**src/rtl/lab2_proc_skid_pkg.sv**
```systemverilog
// Shared types and constants for the lab2 processor skid-buffer stage.
// State encoding doubles as the occupancy count, so the helper is a plain lookup.
package lab2_proc_skid_pkg;

    typedef enum logic [1:0] {
        EMPTY = 2'd0,
        ONE   = 2'd1,
        TWO   = 2'd2
    } skid_state_t;

    localparam logic [1:0] OCC_EMPTY = 2'd0;
    localparam logic [1:0] OCC_ONE   = 2'd1;
    localparam logic [1:0] OCC_TWO   = 2'd2;

    function automatic logic [1:0] occupancy(input skid_state_t s);
        logic [1:0] n;
        n = OCC_EMPTY;
        case (s)
            ONE:     n = OCC_ONE;
            TWO:     n = OCC_TWO;
            default: n = OCC_EMPTY;
        endcase
        return n;
    endfunction

endpackage

```
**src/rtl/lab2_proc_skid_entry.sv**
```systemverilog
// One storage slot of the skid buffer: an enabled data register.
// Cleared on reset only so that traces start from a known value.
module lab2_proc_skid_entry #(
    parameter int p_nbits = 32
) (
    input  logic               clk,
    input  logic               reset,
    input  logic               en,
    input  logic [p_nbits-1:0] d,
    output logic [p_nbits-1:0] q
);

    always_ff @(posedge clk or posedge reset) begin
        if (reset) begin
            q <= '0;
        end else if (en) begin
            q <= d;
        end
    end

endmodule

```
**src/rtl/lab2_proc_skid_stage.sv**
```systemverilog
// Two-entry val/rdy skid buffer between the operand-select stage and the next stage.
// in_rdy is decoded from the state register alone, cutting the ready path upstream.
module lab2_proc_skid_stage
    import lab2_proc_skid_pkg::*;
#(
    parameter int p_nbits = 32
) (
    input  logic               clk,
    input  logic               reset,
    input  logic               in_val,
    output logic               in_rdy,
    input  logic [p_nbits-1:0] in_msg,
    output logic               out_val,
    input  logic               out_rdy,
    output logic [p_nbits-1:0] out_msg,
    input  logic               squash,
    output logic [1:0]         num_entries
);

    skid_state_t        state;
    logic               in_fire;
    logic               out_fire;
    logic               head_en;
    logic               skid_en;
    logic [p_nbits-1:0] head_d;
    logic [p_nbits-1:0] head_q;
    logic [p_nbits-1:0] skid_q;

    assign in_rdy      = (state != TWO);
    assign out_val     = (state != EMPTY);
    assign num_entries = occupancy(state);
    assign out_msg     = head_q;

    assign in_fire  = in_val & in_rdy;
    assign out_fire = out_val & out_rdy;

    // Squashed cycles never load data; the buffer is emptied anyway.
    always_comb begin
        head_en = 1'b0;
        skid_en = 1'b0;
        head_d  = in_msg;
        if (!squash) begin
            case (state)
                EMPTY: head_en = in_fire;
                ONE: begin
                    head_en = in_fire & out_fire;
                    skid_en = in_fire & ~out_fire;
                end
                TWO: begin
                    head_en = out_fire;
                    head_d  = skid_q;
                end
                default: begin
                    head_en = 1'b0;
                    skid_en = 1'b0;
                end
            endcase
        end
    end

    always_ff @(posedge clk or posedge reset) begin
        if (reset) begin
            state <= EMPTY;
        end else if (squash) begin
            state <= EMPTY;
        end else begin
            case (state)
                EMPTY: if (in_fire) state <= ONE;
                ONE: begin
                    if (in_fire && !out_fire) begin
                        state <= TWO;
                    end else if (!in_fire && out_fire) begin
                        state <= EMPTY;
                    end
                end
                TWO: if (out_fire) state <= ONE;
                default: state <= EMPTY;
            endcase
        end
    end

    lab2_proc_skid_entry #(.p_nbits(p_nbits)) head_entry (
        .clk   (clk),
        .reset (reset),
        .en    (head_en),
        .d     (head_d),
        .q     (head_q)
    );

    lab2_proc_skid_entry #(.p_nbits(p_nbits)) skid_entry (
        .clk   (clk),
        .reset (reset),
        .en    (skid_en),
        .d     (in_msg),
        .q     (skid_q)
    );

endmodule

```
**config.mk**
```make
export PLATFORM = sky130hd
export DESIGN_NAME = lab2_proc_skid_stage
export DESIGN_NICKNAME = d
export VERILOG_FILES = /design/src/rtl/lab2_proc_skid_pkg.sv /design/src/rtl/lab2_proc_skid_entry.sv /design/src/rtl/lab2_proc_skid_stage.sv
export SDC_FILE = /design/constraint.sdc
export NUM_CORES = 1
export LEC_CHECK = 0
export ABC_AREA = 0
export CORE_AREA = 2 2 107 109
export DETAILED_ROUTE_END_ITERATION = 8
export DIE_AREA = 0 0 109 111
export SETUP_SLACK_MARGIN = 0.02
export SYNTH_ARGS = -nofsm -noshare
export SYNTH_HDL_FRONTEND = slang
export SYNTH_SLANG_ARGS = --single-unit
```
**constraint.sdc**
```tcl
create_clock -name clk -period 2 [get_ports clk]
set_clock_uncertainty 0.15 [all_clocks]
set_input_delay 0.4 -clock clk [delete_from_list [all_inputs] [get_ports clk]]
set_output_delay 0.4 -clock clk [all_outputs]
set_load 0.005 [all_outputs]
```
Yosys cells after proc, flatten, opt, wreduce, memory -nomap -nowiden. Cells that the tools add are included.

Output and inout bits: 36. Input port bits: 37. Word-level logic and storage cells: 34. Flip-flop bits (word level): 66.

Bitwise operators: 5. Muxes and demuxes: 13. Eq/ne operators: 6. Reduce and logical (&&, ||, !) cells: 7.

Operator list (number): $mux W32 (2); $mux W2 (5); $ne A3 B3 Y1 const B (2); $pmux W2 S3 (1); $and A1 B1 Y1 (4); $ne A4 B4 Y1 const B (1); $pmux W2 S2 (1); $mux W1 (3); $pmux W1 S3 (1); $reduce_and A3 Y1 (1); $eq A2 B1 Y1 const B (1); $eq A2 B2 Y1 const B (1); $logic_and A1 B1 Y1 (2); $logic_not A1 Y1 (2); $logic_not A2 Y1 (1); $ne A2 B2 Y1 const B (1); $reduce_bool A2 Y1 (1); $not A1 Y1 (1).

Logic depth before layout (Yosys ltp). Gate-level depths: netlist (run 1).

Word-level depth: 8. Depth in mapped cells: 6. Gate-level depth less buffers: 5.

Cells and area by module. A second synthesis (run 1) with hierarchy kept.

Cell total of the unflattened synthesis: 190. Area, all modules: 3393.3 µm².

By module, submodules not included: lab2_proc_skid_entry (sequential area each 800.8 µm², area each 1348.8 µm², cells an instance 69, times used 2); lab2_proc_skid_stage (sequential area each 50.0 µm², area each 695.7 µm², cells an instance 52, times used 1).

Least setup slack after synthesis (run 1). No wires, ideal clock.

Path kind: register to register. Start: register state[0]. End: register head_entry.q[0]. Setup time: 0.125 ns. Buffers on the path: 1. Cell stages (with the launch flop): 7. Path slack: 0.200 ns. Arrival: 1.525 ns. Data required time: 1.725 ns. Period minus slack after synthesis: 1.800 ns. Cells stage by stage: dfrtp_1 -> nor2b_4 -> inv_4 -> nor2_8 -> buf_12 -> mux2_4 -> mux2_4.

Longest elaborated chain between the ends: 5. Elaborated cells on any way between the ends: 12. Classes of those cells: eq/ne (3); mux (4); bitwise (3); reduce/logical (2).

RTL lines: from (decl) (RTL line lab2_proc_skid_stage.sv:20) `skid_state_t state;`; from (signal assigned) (RTL line lab2_proc_skid_stage.sv:63) `state <= EMPTY;`; from (signal assigned) (RTL line lab2_proc_skid_stage.sv:65) `state <= EMPTY;`; from (signal assigned) (RTL line lab2_proc_skid_stage.sv:68) `EMPTY: if (in_fire) state <= ONE;`; $ne A2 B2 Y1 (*) (RTL line lab2_proc_skid_stage.sv:29) `assign in_rdy = (state != TWO);`; net in_rdy (RTL line lab2_proc_skid_stage.sv:11) `output logic in_rdy,`; $and A1 B1 Y1 (*) (RTL line lab2_proc_skid_stage.sv:34) `assign in_fire = in_val & in_rdy;`; $and A1 B1 Y1 (RTL line lab2_proc_skid_stage.sv:46) `head_en = in_fire & out_fire;`; $pmux W1 S3 (*) (RTL line lab2_proc_skid_stage.sv:43) `case (state)`; $mux W1 (*) (RTL line lab2_proc_skid_stage.sv:42) `if (!squash) begin`; to (signal assigned) (RTL line lab2_proc_skid_entry.sv:15) `q <= '0;`; to (signal assigned) (RTL line lab2_proc_skid_entry.sv:17) `q <= d;`; to (decl) (RTL line lab2_proc_skid_entry.sv:10) `output logic [p_nbits-1:0] q`.

Mark *: on every way through the listed nets, which the timed path passes. The rest lies on a longest branch. A chain may end at the register's enable or synchronous reset.

Worst setup path in the final report (run 1).
Start: input squash. End: register head_entry.q[28].

Longest elaborated chain between the ends: 1. Elaborated cells on any way between the ends: 2. Classes of those cells: mux (2).

RTL lines: from (decl) (RTL line lab2_proc_skid_stage.sv:16) `input logic squash,`; $mux W32 or $mux W1 (tied branches) (RTL line lab2_proc_skid_stage.sv:42).

Several ways; a longest one is shown, not always the timed one.

==> flow_metrics.env, run 1 <==
export IMPL_status="completed"
export IMPL_fin_crit_ns=1.93
export IMPL_cap_violations=0
export IMPL_synth_area_per_cell_um2=17.0
export IMPL_cts_clk_slew_worst_paths_ns=0.06
export IMPL_grt_usage_pct=11.0
export IMPL_slew_headroom_pct=77.7
export IMPL_start_util_pct=29.0
export IMPL_fmax_mhz=517
export IMPL_antenna_cells=0
export IMPL_maxSlewViolCount=0
export IMPL_drcViolationCount=0
export IMPL_critPathCaptureType="register"
export IMPL_wl_um=6150
export IMPL_rows=39
export IMPL_cp_cell_sequence="clkdlybuf4s50_1 -> nor2_8 -> buf_12 -> mux2_4 -> mux2_4"
export IMPL_rr_worst_depth=7
export IMPL_dpl_hpwl_um=4080
export IMPL_ys_seq_area_share_pct=51.4
export IMPL_grt_max_degree=42
export IMPL_yosysWarnings=0
export IMPL_setup_slack_ns=0.0673
export IMPL_numCtsBuffers=9
export IMPL_yosysUniqueCellTypes=22
export IMPL_timing_rr_end="head_entry.q[28]"
export IMPL_vias_per_cell=4.28
export IMPL_crit_top_cell="mux2_4"
export IMPL_ir_drop_mv=0.546
export IMPL_cts_root_buf="clkbuf_16"
export IMPL_cp_arrival_ns=1.98
export IMPL_path_max_fanout=14
export IMPL_dpl_worst_slack_ns=-0.273
export IMPL_post_route_util_pct=41.5
export IMPL_ys_ff_latch=66
export IMPL_grt_pass1_vias=2033
export IMPL_gp_congestion=0.675
export IMPL_grt_pass1_wl_um=10200
export IMPL_overflow=0
export IMPL_wire_per_inst_um=14.3
export IMPL_dieArea_um2=12100
export IMPL_finalNetCount=318
export IMPL_cts_sinks=66
export IMPL_cts_tree="built"
export IMPL_vias=1836
export IMPL_drt_initial_drc_count=26
export IMPL_rsz0062_at_grt="yes"
export IMPL_core_um2=11100
export IMPL_min_path_type="input pin to async pin"
export IMPL_drive_above_1_share_pct=49.0
export IMPL_die_h_um=111
export IMPL_cellLeakagePower_uw=0.00205
export IMPL_holdWs_ns=0.334
export IMPL_syn2layout_area_growth_pct=43.2
export IMPL_hold_viol=0
export IMPL_setup_viol=0
export IMPL_synthCells=189
export IMPL_slowest_delay_ns=0.57
export IMPL_insertion_delay_ns=0.32
export IMPL_startpoint="squash"
export IMPL_criticalPathCategory="input pin to register"
export IMPL_r2r_slack_ns=0.08
export IMPL_powerDensity_nw_per_um2=992
export IMPL_final_antenna_net_count=0
export IMPL_r2r_start="state[1]"
export IMPL_synth_area_um2=3210
export IMPL_syn_nets=226
export IMPL_worstSetupStartpointType="input pin"
export IMPL_fin_setup_tns_ns=0
export IMPL_io_buffers=72
export IMPL_grt_antenna_before_repair=0
export IMPL_tightestPinTransition_ns=0.334
export IMPL_most_common_layout_cells="clkdlybuf4s50_1, dfrtp_1, mux2_4"
export IMPL_cts_buffer_depth=2
export IMPL_firstDrtPassIters=4
export IMPL_layout_commonest_cell="clkdlybuf4s50_1"
export IMPL_crit_slowest_cell="clkdlybuf4s50_1"
export IMPL_htreeDepth=3
export IMPL_io_pins=73
export IMPL_min_period_over_period_pct=96.6
export IMPL_die_x_um=109
export IMPL_required_ns=2.05
critical path: cells and delay by family:
family / cells / cell delay [ns]
AND/OR/NAND/NOR: 1 / 0.25
buffers and inverters: 2 / 0.76
multiplexers: 2 / 0.56
cells by family after synthesis:
kind of cell	after synthesis	synth area share (%)
compound gates	4	1.17
mux	97	40.9
simple gates	11	2.57
buf+inv	11	3.93
flops	66	51.4
worst max path at each step:
stage                            end  slack [ns]  cells past startpoint
floorplan            head_entry.q[0]        0.20                      6
global placement    head_entry.q[10]       -0.25                      5
detailed placement  head_entry.q[30]       -0.27                      6
CTS                   num_entries[0]        0.03                      2
global route        head_entry.q[28]       0.001                      7
finish              head_entry.q[28]        0.07                      5
synth_stat cells (all sizes together):
| library cell | instances | area share (%) |
|---|---|---|
| mux2 | 96 | 41 |
| or2 | 1 | 0.19 |
| a21oi | 2 | 0.66 |
| nand2b | 1 | 0.19 |
| nor2 | 4 | 0.97 |
| o21ai | 1 | 0.27 |
| inv | 2 | 0.31 |
| buf | 9 | 3.6 |
| nand3 | 1 | 0.16 |
| nor2b | 3 | 0.90 |
| mux2i | 1 | 0.31 |
| o21a | 1 | 0.23 |
| dfrtp | 66 | 51 |
| nor3 | 1 | 0.16 |
metal layers:
layer / up-vias / global-route usage [%] / part of all wire (%)
met5: - / 0 / 0
met4: 0 / 4.44 / 1.2
met3: 4 / 3.59 / 5.1
met2: 47 / 16.9 / 48
met1: 931 / 14.2 / 46
li1: 854 / - / -
per-stage QoR:
stage                     total power (uW)  std cells  cell area, um^2
after floorplan                       2330        189             3220
after global placement                2780        407             4180
after detailed placement              2800        407             4180
after CTS                             4640        427             4560
after global routing                  4820        429             4600
final                                 4560        429             4600
registers in the layout, summed over array words and instances (netlist names):
name and count:
skid_entry.q 32, head_entry.q 32, state 2
timing repair:
item	CTS	global route
gates cloned	0	1
setup buffers	4	1
hold buffers	0	0
endpoints found under the setup margin	4	29
gates resized for setup	4	3
final cells by class:
type                       count  area, um^2
fill                        1011        6470
clock inverter                 6         115
multi-input combinational    112        1450
clock buffer                  10         229
timing repair buffer          90         963
sequential                    66        1650
tap                          143         179
inverter                       2        13.8
power breakdown:
part	internal, uW	leakage, uW	switching (uW)
Sequential	1650	0.000793	168
Combinational	695	0.00110	253
Clock	1220	0.000163	571
No activity file was read; power rests on OpenSTA's default activity.
==> run 2, diff against run 1 <==
--- a/config.mk
+++ b/config.mk
@@ -9,6 +9,7 @@
 export CORE_AREA = 2 2 107 109
 export DETAILED_ROUTE_END_ITERATION = 8
 export DIE_AREA = 0 0 109 111
+export DONT_BUFFER_PORTS = 1
 export SETUP_SLACK_MARGIN = 0.02
 export SYNTH_ARGS = -nofsm -noshare
 export SYNTH_HDL_FRONTEND = slang
==> flow_metrics.env, run 2 (synthesis gave the netlist of run 1 again) <==
export IMPL_path_max_fanout=16
export IMPL_core_um2=11100
export IMPL_gp_congestion=0.635
export IMPL_ir_drop_mv=0.404
export IMPL_p_total_uw=3990
export IMPL_fin_setup_tns_ns=0
export IMPL_final_antenna_net_count=0
export IMPL_dpl_worst_slack_ns=0.103
export IMPL_swShare_pct=22.5
export IMPL_cts_clk_slew_worst_paths_ns=0.05
export IMPL_grt_pass1_wl_um=9250
export IMPL_clkPwrFrac_pct=39.3
export IMPL_htreeDepth=3
export IMPL_num_fill_cells=1070
export IMPL_criticalPathCategory="register to register"
export IMPL_layout_commonest_cell="dfrtp_1"
export IMPL_worst_hold_path_num_cells=1
export IMPL_required_ns=2.06
export IMPL_drcViolationCount=0
export IMPL_most_common_layout_cells="dfrtp_1, mux2_4, mux2_2"
export IMPL_cellLeakagePower_uw=0.00167
export IMPL_dpl_hpwl_um=3920
export IMPL_wire_per_inst_um=16.0
export IMPL_grt_antenna_before_repair=0
export IMPL_hold_viol=0
export IMPL_worstSetupStartpointType="register"
export IMPL_r2r_start="state[1]"
export IMPL_cts_sinks=66
export IMPL_cts_tree="built"
export IMPL_cp_arrival_ns=1.95
export IMPL_vias=1565
export IMPL_grt_usage_pct=10.3
export IMPL_final_cell_area_um2=3740
export IMPL_insertion_delay_ns=0.32
export IMPL_cap_violations=0
export IMPL_fmax_mhz=529
export IMPL_maxSlewViolCount=0
export IMPL_min_period_over_period_pct=94.5
export IMPL_rr_worst_depth=6
export IMPL_top_regs="head_entry.q (32), skid_entry.q (32), state (2)"
export IMPL_pwr_share_seq_pct=46.5
export IMPL_grt_pass1_vias=1663
export IMPL_vias_per_cell=4.45
export IMPL_whs_endpoint="skid_entry.q[7]"
export IMPL_rsz0062_at_grt="no"
export IMPL_overflow=0
export IMPL_powerDensity_nw_per_um2=1070
export IMPL_rows=39
export IMPL_status="completed"
export IMPL_numCtsBuffers=9
export IMPL_hold_buffers=3
export IMPL_cts_resized_gates=0
export IMPL_die_h_um=111
export IMPL_timing_rr_end="head_entry.q[30]"
export IMPL_finalNetCount=241
export IMPL_setup_slack_ns=0.109
export IMPL_placedInstanceArea_um2=3410
export IMPL_min_path_type="input pin to register"
export IMPL_p_int_uw=3090
export IMPL_tightestPinTransition_ns=0.479
export IMPL_grt_max_degree=38
export IMPL_drive_above_1_share_pct=61.2
export IMPL_firstDrtPassIters=4
export IMPL_cts_setup_buffers=0
export IMPL_io_pins=73
export IMPL_r2r_slack_ns=0.11
export IMPL_start_util_pct=29.0
export IMPL_drt_initial_drc_count=77
export IMPL_cts_root_buf="clkbuf_16"
export IMPL_syn2layout_area_growth_pct=16.3
export IMPL_critPathCaptureType="register"
export IMPL_antenna_cells=0
export IMPL_setup_viol=0
export IMPL_p_switching_uw=897
export IMPL_dieArea_um2=12100
export IMPL_io_buffers=0
export IMPL_wl_um=5620
export IMPL_slew_headroom_pct=68.1
export IMPL_cts_buffer_depth=2
export IMPL_p_comb_share_pct=14.2
export IMPL_fin_crit_ns=1.89
export IMPL_worstHoldStart="in_msg[7]"
export IMPL_multi_input_area_um2=1440
export IMPL_ff_latch_area_um2=1650
export IMPL_die_x_um=109
[run 2: how the worst max path moves through the flow]
stage / from / end / slack, ns
after global routing: state[1] / head_entry.q[30] / 0.03
after global placement: state[1] / head_entry.q[29] / 0.14
final: state[1] / head_entry.q[30] / 0.11
after CTS: state[1] / head_entry.q[30] / 0.1
after detailed placement: state[1] / head_entry.q[30] / 0.10
after floorplan: state[0] / head_entry.q[0] / 0.20
[run 2: power groups by stage]
stage / registers [uW] / clock network, uW / logic [uW]
after floorplan: 1820 / 0 / 510
after global placement: 1870 / 0 / 555
after detailed placement: 1880 / 0 / 575
after CTS: 1860 / 1630 / 580
final: 1860 / 1570 / 567
after global routing: 1900 / 1710 / 616
[run 2: metrics by stage]
stage,hold slack [ns],cells,util [%]
floorplan,0.316,189,-
global placement,0.252,333,30.8
finish,0.0756,352,33.8
global route,0.0541,352,33.8
detailed placement,0.258,333,30.8
CTS,0.0597,352,33.8
[run 2: layer usage]
layer  track usage, %  vias up  wire [um]
met5                0        -          0
met2             15.3       54       2720
met4             5.13        0        108
met1             11.8      800       2280
li1                 -      706          -
met3             5.58        5        518
[run 2: area by class of cell]
cell class	instances	area share, %
flip-flops and latches	66	44.2
multi-input cells	112	38.5
clock buffers	14	7.06
well taps	143	4.78
repair buffers	13	4.15
clock inverters	2	0.937
inverters	2	0.368
[run 2: worst max-delay path: stages (launching register included)]
cell     delay, ns
dfrtp_1       0.40
nor2b_4       0.26
inv_4         0.07
nor2_8        0.11
buf_12        0.18
mux2_2        0.34
mux2_2        0.25
